===== config.mk =====
export PLATFORM = sky130hd
export DESIGN_NAME = fetch_ctrl
export DESIGN_NICKNAME = d
export VERILOG_FILES = /design/src/rtl/fetch_ctrl_pkg.sv /design/src/rtl/fetch_ctrl_drain_counter.sv /design/src/rtl/fetch_ctrl.sv
export SDC_FILE = /design/constraint.sdc
export NUM_CORES = 1
export LEC_CHECK = 0
export ABC_AREA = 1
export BUFFER_PORTS_ARGS = -buffer_cell sky130_fd_sc_hd__buf_4
export CAP_MARGIN = 5
export CORE_MARGIN = 2
export CORE_UTILIZATION = 50
export CTS_CLUSTER_SIZE = 40
export DETAILED_ROUTE_END_ITERATION = 12
export PLACE_DENSITY = 0.74
export REMOVE_ABC_BUFFERS = 1
export SLEW_MARGIN = 10
export SYNTH_ARGS = -nofsm -noshare
export SYNTH_HDL_FRONTEND = slang
export SYNTH_SLANG_ARGS = --single-unit

===== constraint.sdc =====
create_clock -name clk -period 2.7 [get_ports clk]
set_input_delay 0.27 -clock clk [delete_from_list [all_inputs] [get_ports clk]]
set_output_delay 0.27 -clock clk [all_outputs]
set_load 0.03 [all_outputs]

===== src/rtl/fetch_ctrl_pkg.sv =====
// -----------------------------------------------------------------------------
// fetch_ctrl_pkg
// Shared definitions for the instruction-fetch run/step sequencer:
//   - STATE_BITS        : width of the FSM state encoding
//   - DEFAULT_HALT_WORD : encoding that stops fetch when seen on the fetch bus
//   - fc_state_e        : FSM state encodings (also visible on state_out)
// -----------------------------------------------------------------------------
package fetch_ctrl_pkg;

    localparam int STATE_BITS = 3;

    localparam logic [31:0] DEFAULT_HALT_WORD = 32'hFFFF_FFFF;

    typedef enum logic [STATE_BITS-1:0] {
        FC_IDLE      = 3'd0,
        FC_LOAD      = 3'd1,
        FC_RUN       = 3'd2,
        FC_STEP_WAIT = 3'd3,
        FC_STEP_EXEC = 3'd4,
        FC_DRAIN     = 3'd5,
        FC_HALTED    = 3'd6
    } fc_state_e;

endpackage


===== src/rtl/fetch_ctrl_drain_counter.sv =====
// -----------------------------------------------------------------------------
// fetch_ctrl_drain_counter
// Loadable down-counter with zero flag, used to time the pipeline drain after
// a HALT word has been fetched.
// Ports:
//   clk         in   rising-edge clock
//   reset       in   synchronous, active-low
//   load_i      in   load load_val_i (takes priority over decrement)
//   load_val_i  in   value to load
//   dec_i       in   decrement by one (saturates at zero)
//   zero_o      out  count is zero
// -----------------------------------------------------------------------------
module fetch_ctrl_drain_counter #(
    parameter int W = 3
) (
    input  logic         clk,
    input  logic         reset,
    input  logic         load_i,
    input  logic [W-1:0] load_val_i,
    input  logic         dec_i,
    output logic         zero_o
);

    logic [W-1:0] count_q;
    logic [W-1:0] count_d;

    // Next count: load wins, decrement stops at zero.
    always_comb begin
        count_d = count_q;
        if (load_i) begin
            count_d = load_val_i;
        end else if (dec_i && (count_q != {W{1'b0}})) begin
            count_d = count_q - {{(W-1){1'b0}}, 1'b1};
        end else begin
            count_d = count_q;
        end
    end

    // Count register with synchronous active-low reset.
    always_ff @(posedge clk) begin
        if (!reset) begin
            count_q <= {W{1'b0}};
        end else begin
            count_q <= count_d;
        end
    end

    assign zero_o = (count_q == {W{1'b0}});

endmodule


===== src/rtl/fetch_ctrl.sv =====
// -----------------------------------------------------------------------------
// fetch_ctrl
// Run/step sequencer for the instruction-fetch stage. Drives pc_reset and
// pc_enable of the fetch unit from operator commands (load, run, step), merges
// the hazard stall, detects the HALT word, drains the pipe and reports halt
// status plus an executed-cycle count.
// Ports:
//   clk, reset           clock, synchronous active-low reset
//   load_req             program memory being written; holds fetch in reset
//   run_cmd / step_cmd   start continuous run / advance one instruction
//   clear_cmd            leave HALTED, return to IDLE
//   stall_in             hazard-unit stall request
//   instr_in             fetched instruction
//   pc_reset, pc_enable  PC control (never both high)
//   drain, halted        status flags
//   step_done            one-cycle pulse after a step's PC advance
//   cycle_count          executed-cycle counter (RUN/STEP_EXEC/DRAIN cycles)
//   state_out            current state encoding
// -----------------------------------------------------------------------------
module fetch_ctrl
    import fetch_ctrl_pkg::*;
#(
    parameter int                    DATA_WIDTH   = 32,
    parameter logic [DATA_WIDTH-1:0] HALT_WORD    = DATA_WIDTH'(DEFAULT_HALT_WORD),
    parameter int                    DRAIN_CYCLES = 4,
    parameter int                    CNT_BITS     = 32
) (
    input  logic                  clk,
    input  logic                  reset,
    input  logic                  load_req,
    input  logic                  run_cmd,
    input  logic                  step_cmd,
    input  logic                  clear_cmd,
    input  logic                  stall_in,
    input  logic [DATA_WIDTH-1:0] instr_in,
    output logic                  pc_reset,
    output logic                  pc_enable,
    output logic                  drain,
    output logic                  halted,
    output logic                  step_done,
    output logic [CNT_BITS-1:0]   cycle_count,
    output logic [STATE_BITS-1:0] state_out
);

    localparam int DC_W = $clog2(DRAIN_CYCLES + 1);

    fc_state_e             state_q;
    fc_state_e             state_d;
    logic [CNT_BITS-1:0]   count_q;
    logic [CNT_BITS-1:0]   count_d;
    logic                  pc_reset_q;
    logic                  drain_q;
    logic                  halted_q;
    logic                  step_done_q;
    logic                  step_done_d;

    logic                  fetching_s;
    logic                  halt_word_s;
    logic                  halt_hit_s;
    logic                  drain_load_s;
    logic                  drain_dec_s;
    logic                  drain_zero_s;

    assign fetching_s  = (state_q == FC_RUN) || (state_q == FC_STEP_EXEC);
    assign halt_word_s = (instr_in == HALT_WORD);
    // A stalled HALT word is not yet a real fetch; only act on it once it issues.
    assign halt_hit_s  = fetching_s && halt_word_s && !stall_in;

    // The drain counter is primed on the HALT-detect cycle so the first DRAIN
    // cycle already holds DRAIN_CYCLES-1.
    assign drain_load_s = halt_hit_s;
    assign drain_dec_s  = (state_q == FC_DRAIN);

    fetch_ctrl_drain_counter #(
        .W (DC_W)
    ) u_drain_counter (
        .clk        (clk),
        .reset      (reset),
        .load_i     (drain_load_s),
        .load_val_i (DC_W'(DRAIN_CYCLES - 1)),
        .dec_i      (drain_dec_s),
        .zero_o     (drain_zero_s)
    );

    // Next-state and step-completion logic.
    always_comb begin
        state_d     = state_q;
        step_done_d = 1'b0;
        case (state_q)
            FC_IDLE: begin
                if (load_req) begin
                    state_d = FC_LOAD;
                end else if (run_cmd) begin
                    state_d = FC_RUN;
                end else if (step_cmd) begin
                    state_d = FC_STEP_WAIT;
                end else begin
                    state_d = FC_IDLE;
                end
            end
            FC_LOAD: begin
                if (load_req) begin
                    state_d = FC_LOAD;
                end else begin
                    state_d = FC_IDLE;
                end
            end
            FC_RUN: begin
                if (halt_hit_s) begin
                    state_d = FC_DRAIN;
                end else if (step_cmd) begin
                    state_d = FC_STEP_WAIT;
                end else begin
                    state_d = FC_RUN;
                end
            end
            FC_STEP_WAIT: begin
                if (run_cmd) begin
                    state_d = FC_RUN;
                end else if (step_cmd) begin
                    state_d = FC_STEP_EXEC;
                end else begin
                    state_d = FC_STEP_WAIT;
                end
            end
            FC_STEP_EXEC: begin
                // HALT outranks step completion: no step_done on the halt cycle.
                if (halt_hit_s) begin
                    state_d = FC_DRAIN;
                end else if (!stall_in) begin
                    state_d     = FC_STEP_WAIT;
                    step_done_d = 1'b1;
                end else begin
                    state_d = FC_STEP_EXEC;
                end
            end
            FC_DRAIN: begin
                if (drain_zero_s) begin
                    state_d = FC_HALTED;
                end else begin
                    state_d = FC_DRAIN;
                end
            end
            FC_HALTED: begin
                if (clear_cmd) begin
                    state_d = FC_IDLE;
                end else begin
                    state_d = FC_HALTED;
                end
            end
            default: begin
                state_d = FC_IDLE;
            end
        endcase
    end

    // Executed-cycle counter next value; stalled cycles still count.
    always_comb begin
        count_d = count_q;
        case (state_q)
            FC_IDLE:                            count_d = {CNT_BITS{1'b0}};
            FC_RUN, FC_STEP_EXEC, FC_DRAIN:     count_d = count_q + CNT_BITS'(1'b1);
            default:                            count_d = count_q;
        endcase
    end

    // State, counter and registered Moore outputs (decoded from next state).
    always_ff @(posedge clk) begin
        if (!reset) begin
            state_q     <= FC_IDLE;
            count_q     <= {CNT_BITS{1'b0}};
            pc_reset_q  <= 1'b1;
            drain_q     <= 1'b0;
            halted_q    <= 1'b0;
            step_done_q <= 1'b0;
        end else begin
            state_q     <= state_d;
            count_q     <= count_d;
            pc_reset_q  <= (state_d == FC_IDLE) || (state_d == FC_LOAD);
            drain_q     <= (state_d == FC_DRAIN);
            halted_q    <= (state_d == FC_HALTED);
            step_done_q <= step_done_d;
        end
    end

    // pc_enable is the only combinational output: it must drop in the same
    // cycle as a stall or a HALT word so the PC never passes the HALT.
    assign pc_enable   = fetching_s && !stall_in && !halt_word_s;

    assign pc_reset    = pc_reset_q;
    assign drain       = drain_q;
    assign halted      = halted_q;
    assign step_done   = step_done_q;
    assign cycle_count = count_q;
    assign state_out   = state_q;

endmodule


==> results.toml <==
[drt]
via_count = 2969
drc = 0
wire_per_inst_um = 12.53
wirelength_mm = 7.245
ant_nets = 0
drtIter0Drc = 164
drt-pass1-iter-count = 5
viasPerCell = 5.137

[sta]
fin_crit_sh = 0.6962
drv_slew = 0
fin_skew_ns = 0.004220
rsz0062_at_grt = "false"
finalSetupViolCount = 0
tns_ns = 0
whs_ns = 0.3105
hold_viol = 0
maxClockFrequency_mhz = 532.0
min_period_ns = 1.880
worst_pin_slew_ns = 0.6943
slew_headroom = 0.5366

[pwr]
total_leakage_power_nw = 1.417
power_density_nw_per_um2 = 375.9
power_w = 0.001257
vdd_drop_max_mv = 0.2979

[global_routing]
grt_most_used_layer = "met2"
grt_pass1_wl_mm = 12.39
grt_use_met1 = 0.3423
antenna_found_initial = 0
use_met3 = 0.04235
grt_pass1_vias = 2725
grt_use_total = 0.2521
grt_overflow = 0
use_met2 = 0.4211
grt_max_degree = 26

[worst_hold_path]
holdPathEnd = "pc_reset$_SDFF_PN1_"
hold_depth = 2
hp-start = "reset"
hp-class = "input port to flip-flop"

[setup_path]
reg2reg_to = "cycle_count[13]$_SDFFE_PN0P_"
critPathMaxStageDelay_ns = 0.54
crit_chain = "inv_1 -> nand2_1 -> nand2_2 -> nand2_2 -> buf_4 -> nand4_1 -> nand2_1 -> nor2_1"
end_kind = "flip-flop"
reg2reg_depth = 8
worst-path-max-fanout = 25
required_ns = 2.88
setup.worst_path.start_class = "flip-flop"
r2r_slack_ns = 0.82
critical_path_class = "flip-flop to flip-flop"
crit_arrival_ns = 2.06
r2r-start = "state_out[2]$_SDFF_PN0_"
cp_slowest_cell = "dfxtp_1"

[place]
finalWeightedCongestion = 0.8967
hpwlAfterDp_mm = 5.531
placed_cell_area_sq_um = 3261
io_buffers = 78

[die]
die-area_sq_um = 5935
pin_count = 79
initial_core_util = 0.5190
core_sq_um = 5140
dieHeight_um = 77.04
fp.dieW_um = 77.04
num_rows = 26

[final_layout]
final_area_sq_um = 3343
n_fill_cell = 502
drive_gt1_frac = 0.2106
nets = 551
num_antenna_cells = 0
area_growth_pct = 25.33

[clock_network]
cts_max_level = 2
ctsHoldBuffers = 0
root_buffer = "clkbuf_8"
cts_setup_buffers = 0
clkTransAtPathRegs_ns = 0.08
cts_buffers = 5
cts_tree = "yes"
ctsLongestPathBuffers = 2
cts.sinks = 42
clk_latency_ns = 0.28
cts_resized = 0

[logic_synthesis]
synth-edff-count = 0
syn_inst = 435
synth.avg_cell_area_sq_um = 6.132
synth_flop_cell = "dfxtp_1"
synth_area_sq_um = 2668
synth-seq-area-share = 0.3152
synth_cell_types = 36
yosysWarnings = 0
async_flop_share = 0
ys_ff_latch = 42

[status]
outcome = "complete, no violations"

[job]
max_cap_viol_count = 0
-- kinds of logic (layout without fill, tap and decap cells) --
kind of cell | after synthesis | in the layout | share of synthesized area
simple gates | 274 | 274 | 0.4390
compound gates | 58 | 58 | 0.1243
buf+inv | 54 | 127 | 0.09193
flops | 42 | 42 | 0.3152
fa+ha+maj | 3 | 3 | 0.01407
xor+xnor | 3 | 3 | 0.009852
mux | 1 | 1 | 0.005627
-- registers in the layout, summed over array words and instances, names as in the netlist --
name,cells
pc_reset,1
halted,1
state_out,3
step_done,1
drain,1
u_drain_counter.count_q,3
cycle_count,32
-- final cells by class --
| type | instances | area (sq um) | area share |
|---|---|---|---|
| flip-flops and latches | 42 | 840.8 | 0.2515 |
| inverters | 42 | 157.7 | 0.04716 |
| well taps | 70 | 87.58 | 0.02620 |
| multi-input cells | 339 | 1582 | 0.4731 |
| repair buffers | 79 | 593.1 | 0.1774 |
| clock buffers | 6 | 82.58 | 0.02470 |
-- worst max path at each step --
| stage | start | to | slack, ns | cells after the start |
|---|---|---|---|---|
| 2_1_floorplan | state_out[2]$_SDFF_PN0_ | cycle_count[16]$_SDFFE_PN0P_ | 0.84 | 8 |
| 3_3_place_gp | state_out[2]$_SDFF_PN0_ | cycle_count[6]$_SDFFE_PN0P_ | 0.92 | 6 |
| 3_5_place_dp | state_out[2]$_SDFF_PN0_ | cycle_count[12]$_SDFFE_PN0P_ | 0.85 | 6 |
| 4_1_cts | state_out[2]$_SDFF_PN0_ | cycle_count[12]$_SDFFE_PN0P_ | 0.83 | 6 |
| 5_1_grt | state_out[0]$_SDFF_PN0_ | cycle_count[5]$_SDFFE_PN0P_ | 0.62 | 8 |
| 6_report | state_out[2]$_SDFF_PN0_ | cycle_count[13]$_SDFFE_PN0P_ | 0.82 | 8 |
-- layout by cell type (no fill, tap or decap), types with 2 or more instances in the layout --
| cell | synthesis | routed |
|---|---|---|
| a21o_1 | 2 | 2 |
| a21oi_1 | 31 | 31 |
| a22oi_1 | 5 | 5 |
| buf_4 | 1 | 79 |
| clkbuf_8 | 0 | 6 |
| dfxtp_1 | 42 | 42 |
| ha_1 | 3 | 3 |
| inv_1 | 39 | 39 |
| inv_2 | 3 | 3 |
| nand2_1 | 142 | 142 |
| nand2_2 | 5 | 5 |
| nand3_1 | 31 | 31 |
| nand3_2 | 3 | 3 |
| nand4_1 | 8 | 8 |
| nor2_1 | 69 | 69 |
| nor2_2 | 6 | 6 |
| nor3_1 | 5 | 5 |
| o21ai_0 | 13 | 13 |
| xor2_1 | 2 | 2 |
-- cell usage after synthesis (4+ instances only) --
master / number / area (sq um)
nand2_1: 142 / 533.0
nor2_1: 69 / 259.0
dfxtp_1: 42 / 840.8
inv_1: 39 / 146.4
a21oi_1: 31 / 155.2
nand3_1: 31 / 155.2
o21ai_0: 13 / 65.06
nand4_1: 8 / 50.05
nor2_2: 6 / 37.54
a22oi_1: 5 / 37.54
buf_6: 5 / 56.30
nand2_2: 5 / 31.28
nor3_1: 5 / 25.02
clkbuf_1: 4 / 15.01
-- routing by layer --
metal	share of wire	up-vias
li1	-	1541
met1	0.47	1334
met2	0.47	90
met3	0.053	4
met4	0.0058	0
met5	0	-
-- metrics by stage --
step / cells / utilization / setup WS (ns)
after floorplan: 423 / - / 0.8384
after global placement: 572 / 0.6344 / 0.9239
after detailed placement: 572 / 0.6344 / 0.8548
after CTS: 578 / 0.6504 / 0.8337
after global routing: 578 / 0.6504 / 0.6154
final: 578 / 0.6504 / 0.8202
-- critical path, delay by kind of cell, from the launching register on --
| family | cells | cell delay [ns] |
|---|---|---|
| flops | 1 | 0.54 |
| simple gates | 6 | 0.80 |
| buf+inv | 2 | 0.43 |
-- where the power goes --
group	internal (W)	switching, W
Combinational	0.0000794	0.000142
Sequential	0.000627	0.00000956
Clock	0.000197	0.000201
Power figures use the tool's default switching activity.
